$ cat config.mk
export PLATFORM = sky130hd
export DESIGN_NAME = uart_tx_arbiter
export DESIGN_NICKNAME = d
export VERILOG_FILES = /design/src/rtl/uart_tx_arbiter_pkg.sv /design/src/rtl/rr_priority_select.sv /design/src/rtl/uart_tx_arbiter.sv
export SDC_FILE = /design/constraint.sdc
export NUM_CORES = 1
export LEC_CHECK = 0
export ABC_CLOCK_PERIOD_IN_PS = 4100
export CORE_MARGIN = 1.5
export CORE_UTILIZATION = 35
export CTS_CLUSTER_SIZE = 28
export DETAILED_ROUTE_END_ITERATION = 6
export GPL_ROUTABILITY_DRIVEN = 0
export SYNTH_ARGS = -nofsm -noshare
export SYNTH_HDL_FRONTEND = slang
export SYNTH_SLANG_ARGS = --single-unit
export TNS_END_PERCENT = 50
$ cat constraint.sdc
create_clock -name clk -period 4.1 [get_ports clk]
set_input_delay 0.41 -clock clk [delete_from_list [all_inputs] [get_ports clk]]
set_output_delay 0.41 -clock clk [all_outputs]
set_load 0.05 [all_outputs]
$ cat src/rtl/uart_tx_arbiter_pkg.sv
// Shared definitions for the UART transmit arbiter: FSM state encoding and
// the base value of the port-ID header byte.
package uart_tx_arbiter_pkg;

    typedef enum logic [1:0] {
        ST_IDLE   = 2'd0,
        ST_HEADER = 2'd1,
        ST_BODY   = 2'd2
    } arb_state_t;

    localparam logic [7:0] HEADER_BASE = 8'h30;

    function automatic logic [7:0] header_byte(input logic [7:0] port_idx);
        return HEADER_BASE + port_idx;
    endfunction

endpackage

$ cat src/rtl/rr_priority_select.sv
// Combinational round-robin picker: one-hot of the first set request at or
// after ptr, wrapping modulo N; all zero when nothing is requested.
module rr_priority_select #(
    parameter int N = 4
) (
    input  logic [N-1:0]         req,
    input  logic [$clog2(N)-1:0] ptr,
    output logic [N-1:0]         onehot
);
    localparam int PW = $clog2(N);

    logic [PW-1:0] idx;
    logic          found;
    int            sum;

    always_comb begin
        onehot = '0;
        found  = 1'b0;
        idx    = '0;
        sum    = 0;
        for (int k = 0; k < N; k++) begin
            sum = int'(ptr) + k;
            if (sum >= N) sum = sum - N;
            idx = PW'(sum);
            if (!found && req[idx]) begin
                onehot[idx] = 1'b1;
                found       = 1'b1;
            end
        end
    end

endmodule

$ cat src/rtl/uart_tx_arbiter.sv
// Round-robin arbiter that serialises whole messages from several requesters
// onto one UART transmitter, optionally prefixing each with a port-ID header.
module uart_tx_arbiter
    import uart_tx_arbiter_pkg::*;
#(
    parameter int NUM_PORTS = 4,
    parameter int HEADER_EN = 1,
    parameter int TIMEOUT   = 1024
) (
    input  logic                   clk,
    input  logic                   rst,
    input  logic [NUM_PORTS*8-1:0] req_data,
    input  logic [NUM_PORTS-1:0]   req_ready,
    input  logic [NUM_PORTS-1:0]   req_last,
    output logic [NUM_PORTS-1:0]   req_accepted,
    output logic [7:0]             tx_data,
    output logic                   tx_data_ready,
    input  logic                   tx_data_accepted,
    output logic [NUM_PORTS-1:0]   grant,
    output logic [15:0]            timeout_count
);
    localparam int          PW          = $clog2(NUM_PORTS);
    localparam logic [15:0] STALL_LIMIT = 16'(TIMEOUT - 1);

    arb_state_t           state_q, state_d;
    logic [NUM_PORTS-1:0] sel_onehot;
    logic [PW-1:0]        sel_idx, gidx_q, rr_ptr_q, next_ptr;
    logic [7:0]           hdr_q, g_data;
    logic [15:0]          stall_q;
    logic                 g_ready, g_last, body_accept, timeout_hit, msg_done;

    rr_priority_select #(.N(NUM_PORTS)) u_sel (
        .req    (req_ready),
        .ptr    (rr_ptr_q),
        .onehot (sel_onehot)
    );

    always_comb begin
        sel_idx = '0;
        for (int i = 0; i < NUM_PORTS; i++) begin
            if (sel_onehot[i]) sel_idx = PW'(i);
        end
    end

    assign g_ready     = req_ready[gidx_q];
    assign g_last      = req_last[gidx_q];
    assign g_data      = req_data[int'(gidx_q)*8 +: 8];
    assign body_accept = (state_q == ST_BODY) && g_ready && tx_data_accepted;
    // A timeout wins over a coincident accept: both end the message on this edge.
    assign timeout_hit = (state_q == ST_BODY) && (stall_q == STALL_LIMIT);
    assign msg_done    = timeout_hit || (body_accept && g_last);
    assign next_ptr    = (gidx_q == PW'(NUM_PORTS - 1)) ? '0 : gidx_q + 1'b1;

    always_comb begin
        state_d       = state_q;
        tx_data       = '0;
        tx_data_ready = 1'b0;
        req_accepted  = '0;
        case (state_q)
            ST_IDLE: begin
                if (|req_ready) state_d = (HEADER_EN != 0) ? ST_HEADER : ST_BODY;
            end
            ST_HEADER: begin
                tx_data       = hdr_q;
                tx_data_ready = 1'b1;
                if (tx_data_accepted) state_d = ST_BODY;
            end
            ST_BODY: begin
                tx_data       = g_data;
                tx_data_ready = g_ready;
                req_accepted  = body_accept ? grant : '0;
                if (msg_done) state_d = ST_IDLE;
            end
            default: state_d = ST_IDLE;
        endcase
    end

    always_ff @(posedge clk or posedge rst) begin
        if (rst) begin
            state_q       <= ST_IDLE;
            grant         <= '0;
            gidx_q        <= '0;
            rr_ptr_q      <= '0;
            hdr_q         <= '0;
            stall_q       <= '0;
            timeout_count <= '0;
        end else begin
            state_q <= state_d;
            if (state_q == ST_IDLE && |req_ready) begin
                grant  <= sel_onehot;
                gidx_q <= sel_idx;
                hdr_q  <= header_byte(8'(sel_idx));
            end else if (msg_done) begin
                grant    <= '0;
                rr_ptr_q <= next_ptr;
            end
            if (state_q != ST_BODY || msg_done || body_accept) begin
                stall_q <= '0;
            end else if (!g_ready) begin
                stall_q <= stall_q + 16'd1;
            end
            if (timeout_hit && timeout_count != 16'hFFFF) begin
                timeout_count <= timeout_count + 16'd1;
            end
        end
    end

endmodule

==> run_results.csv <==
group,metric,value,unit
status,status,"finished, final reports clean",
floorplanning,die_h,93.2,microns
floorplanning,die_w,93.2,microns
power,ir_worst_vdd,0.377,mV
clock_tree,ctsHoldBuffers,0,
clock_tree,ctsResizeCount,0,
clock_tree,clkSinkCount,43,
synthesis,synth_top_area_share,37.8,%
timing,rsz0062_at_grt,"false",
clock_tree,post-cts-setup-buffer-count,0,
timing,report.final.hold_viol_count,0,
global_routing,grt_pass1_vias,2308,
clock_tree,cts_tree,"done",
synthesis,synth_area_leader_cell,"dfrtp_1",
floorplanning,die_area,8680,sq um
placed_design,hpwl,5230,microns
detailed_routing,num_vias,2296,
synthesis,synth.distinct_cells,52,
finish,layout_commonest_cell,"clkdlybuf4s50_1",
detailed_routing,post_drt_wl_per_cell,14.9,microns
global_routing,met2_usage,27.4,%
synthesis,synth_area_leaders,"dfrtp_1, mux4_2, ha_1, xnor2_1, xor2_1",
power,total_power,1.95,mW
floorplanning,initial_core_util,36.4,%
global_routing,grt_overflow,0,
global_routing,met1_usage,22.1,%
timing,fin_crit,3.18,ns
synthesis,synthArstFlopShare,100,%
worst_setup_path,crit_type,"reg -> out",
timing,setup_viol,0,
synthesis,ys_ff_latch,43,
timing,hold_slack,0.484,ns
clock_tree,clock_latency,0.29,ns
finish,syn_to_final_growth,33.1,%
global_routing,antenna_found_initial,0,
timing,finalSetupTns,0,ns
detailed_routing,ant_nets,0,
timing,worst_pin_slew,0.966,ns
floorplanning,core_area,7810,sq um
clock_tree,cts_made_buffers,5,
detailed_routing,firstDrtPassIters,4,
finish,final_cell_mix,"clkdlybuf4s50_1, dfrtp_1, nor2_1",
placed_design,post-place-ws,1.01,ns
power,p_leak,1.58,nW
global_routing,grt_util_all_layers,16.4,%
worst_setup_path,critPathArrivalTime,2.77,ns
finish,diodes,0,
worst_setup_path,setup.worst_path.end_class,"output port",
synthesis,synthCells,271,
finish,seqCellArea,1080,sq um
timing,finClkSkew,0.00417,ns
global_routing,grt_max_degree,26,
global_routing,grt_pass1_wl,11400,microns
worst_setup_path,start_kind,"register",
synthesis,netlist_area,2850,sq um
synthesis,yosysWarnings,0,
finish,multiInputGateArea,1680,sq um
hold_path,hold_class,"reg -> reg",
worst_setup_path,cp.required,3.69,ns
detailed_routing,drc,0,
global_routing,grt.met3_usage,2.85,%
finish,n_fill_cell,739,
finish,drive_gt1_share,10.9,%
synthesis,ys_seq_area_share,37.8,%
timing,fmax,315,MHz
synthesis,yosys_most_used_dff,"dfrtp_1",
synthesis,synth_edf_count,0,
detailed_routing,drtIter0Drc,62,
timing,slew_headroom,35.5,%
timing,timing.final.crit_share,77.5,%
synthesis,synth_area_per_cell,10.5,sq um
placed_design,port_buffers,75,
clock_tree,clk_pin_slew_worst_paths,0.08,ns
detailed_routing,viasPerCell,5.09,
power,cellPowerDensity,516,nW/um^2
finish,fin_nets,405,
flow_run,drv_cap,0,
floorplanning,rows,32,
worst_setup_path,cp_max_fo,12,
timing,layout_setup_ws,0.921,ns
timing,final-max-slew-violation-count,0,
detailed_routing,routed_wl,6730,microns
global_routing,gr-max-usage-layer,"met2",
synthesis,syn_nets,328,
clock_tree,clockRootBuffer,"clkbuf_8",
floorplanning,pin_count,76,
clock_tree,clockBufferDepth,2,
clock_tree,cts_max_level,2,
## logic make-up (layout without fill, tap and decap cells)
family	after synthesis	in the layout	synth area share, %
XOR/XNOR	30	30	9.23
multiplexers	26	26	14.4
buffers and inverters	20	98	3.03
AO/OA/AOI/OAI	31	31	8.09
AND/OR/NAND/NOR	107	107	21.2
flip-flops	43	43	37.8
adder cells (fa/ha/maj)	14	14	6.16
## flip-flops by register name, summed over array words and instances, names as in the netlist
signal / count
stall_q: 16
timeout_count: 16
grant: 4
hdr_q: 2
rr_ptr_q: 2
state_q: 2
gidx_q: 1
## path summary, 6_finish.rpt
check,start,end,slack (ns),cells past startpoint
min in group asynchronous,rst,timeout_count[15],0.65,2
max reg2reg,rr_ptr_q[0],hdr_q[1],1.29,7
min reg2reg,hdr_q[4],hdr_q[4],0.48,1
min,hdr_q[4],hdr_q[4],0.48,1
max in group asynchronous,rst,grant[1],2.65,3
max,gidx_q[0],req_accepted[0],0.92,5
## Yosys cell counts (all sizes together), types with 2 or more instances
library cell	instances
dfrtp	43
nor2	30
nand2	19
xnor2	17
ha	14
inv	13
xor2	13
and3	12
mux4	11
nand4	11
nand3	9
mux2i	8
mux2	7
nor2b	6
a21oi	5
and2	5
buf	5
nand2b	5
a21boi	3
a22oi	3
a31oi	3
o21ai	3
o22ai	3
o2bb2ai	3
a22o	2
clkbuf	2
nor3	2
nor4	2
nor4b	2
## routing by layer
| metal | share of wire (%) | routed length (microns) |
|---|---|---|
| met4 | 1.4 | 91 |
| met3 | 2.9 | 195 |
| met5 | 0 | 0 |
| met2 | 50 | 3340 |
| met1 | 46 | 3100 |
## area by class of cell
type,instances,area share (%)
well taps,102,3.37
flip-flops and latches,43,28.4
multi-input cells,208,44.4
clock buffers,6,1.92
inverters,13,1.29
clock inverters,2,0.330
repair buffers,77,20.2
## critical path, cell delays in order (launching register included)
cell and delay, ns:
dfrtp_1 0.42, buf_4 0.27, mux4_2 0.67, and3_4 0.26, and2_1 0.16, clkdlybuf4s50_1 0.69
## per-stage QoR
stage	area (sq um)	util [%]	instances
5_1_grt	3790	48.5	451
2_1_floorplan	2850	-	271
3_5_place_dp	3700	47.4	443
3_3_place_gp	3700	47.4	443
4_1_cts	3790	48.5	451
6_report	3790	48.5	451
## power by group
part	leakage, nW	internal, mW	switching [mW]	total (mW)
combinational	0.964	0.489	0.634	1.12
sequential	0.580	0.474	0.0891	0.563
clock	0.0412	0.119	0.146	0.265
total	1.58	1.08	0.870	1.95
No activity file was read; power rests on OpenSTA's default activity.
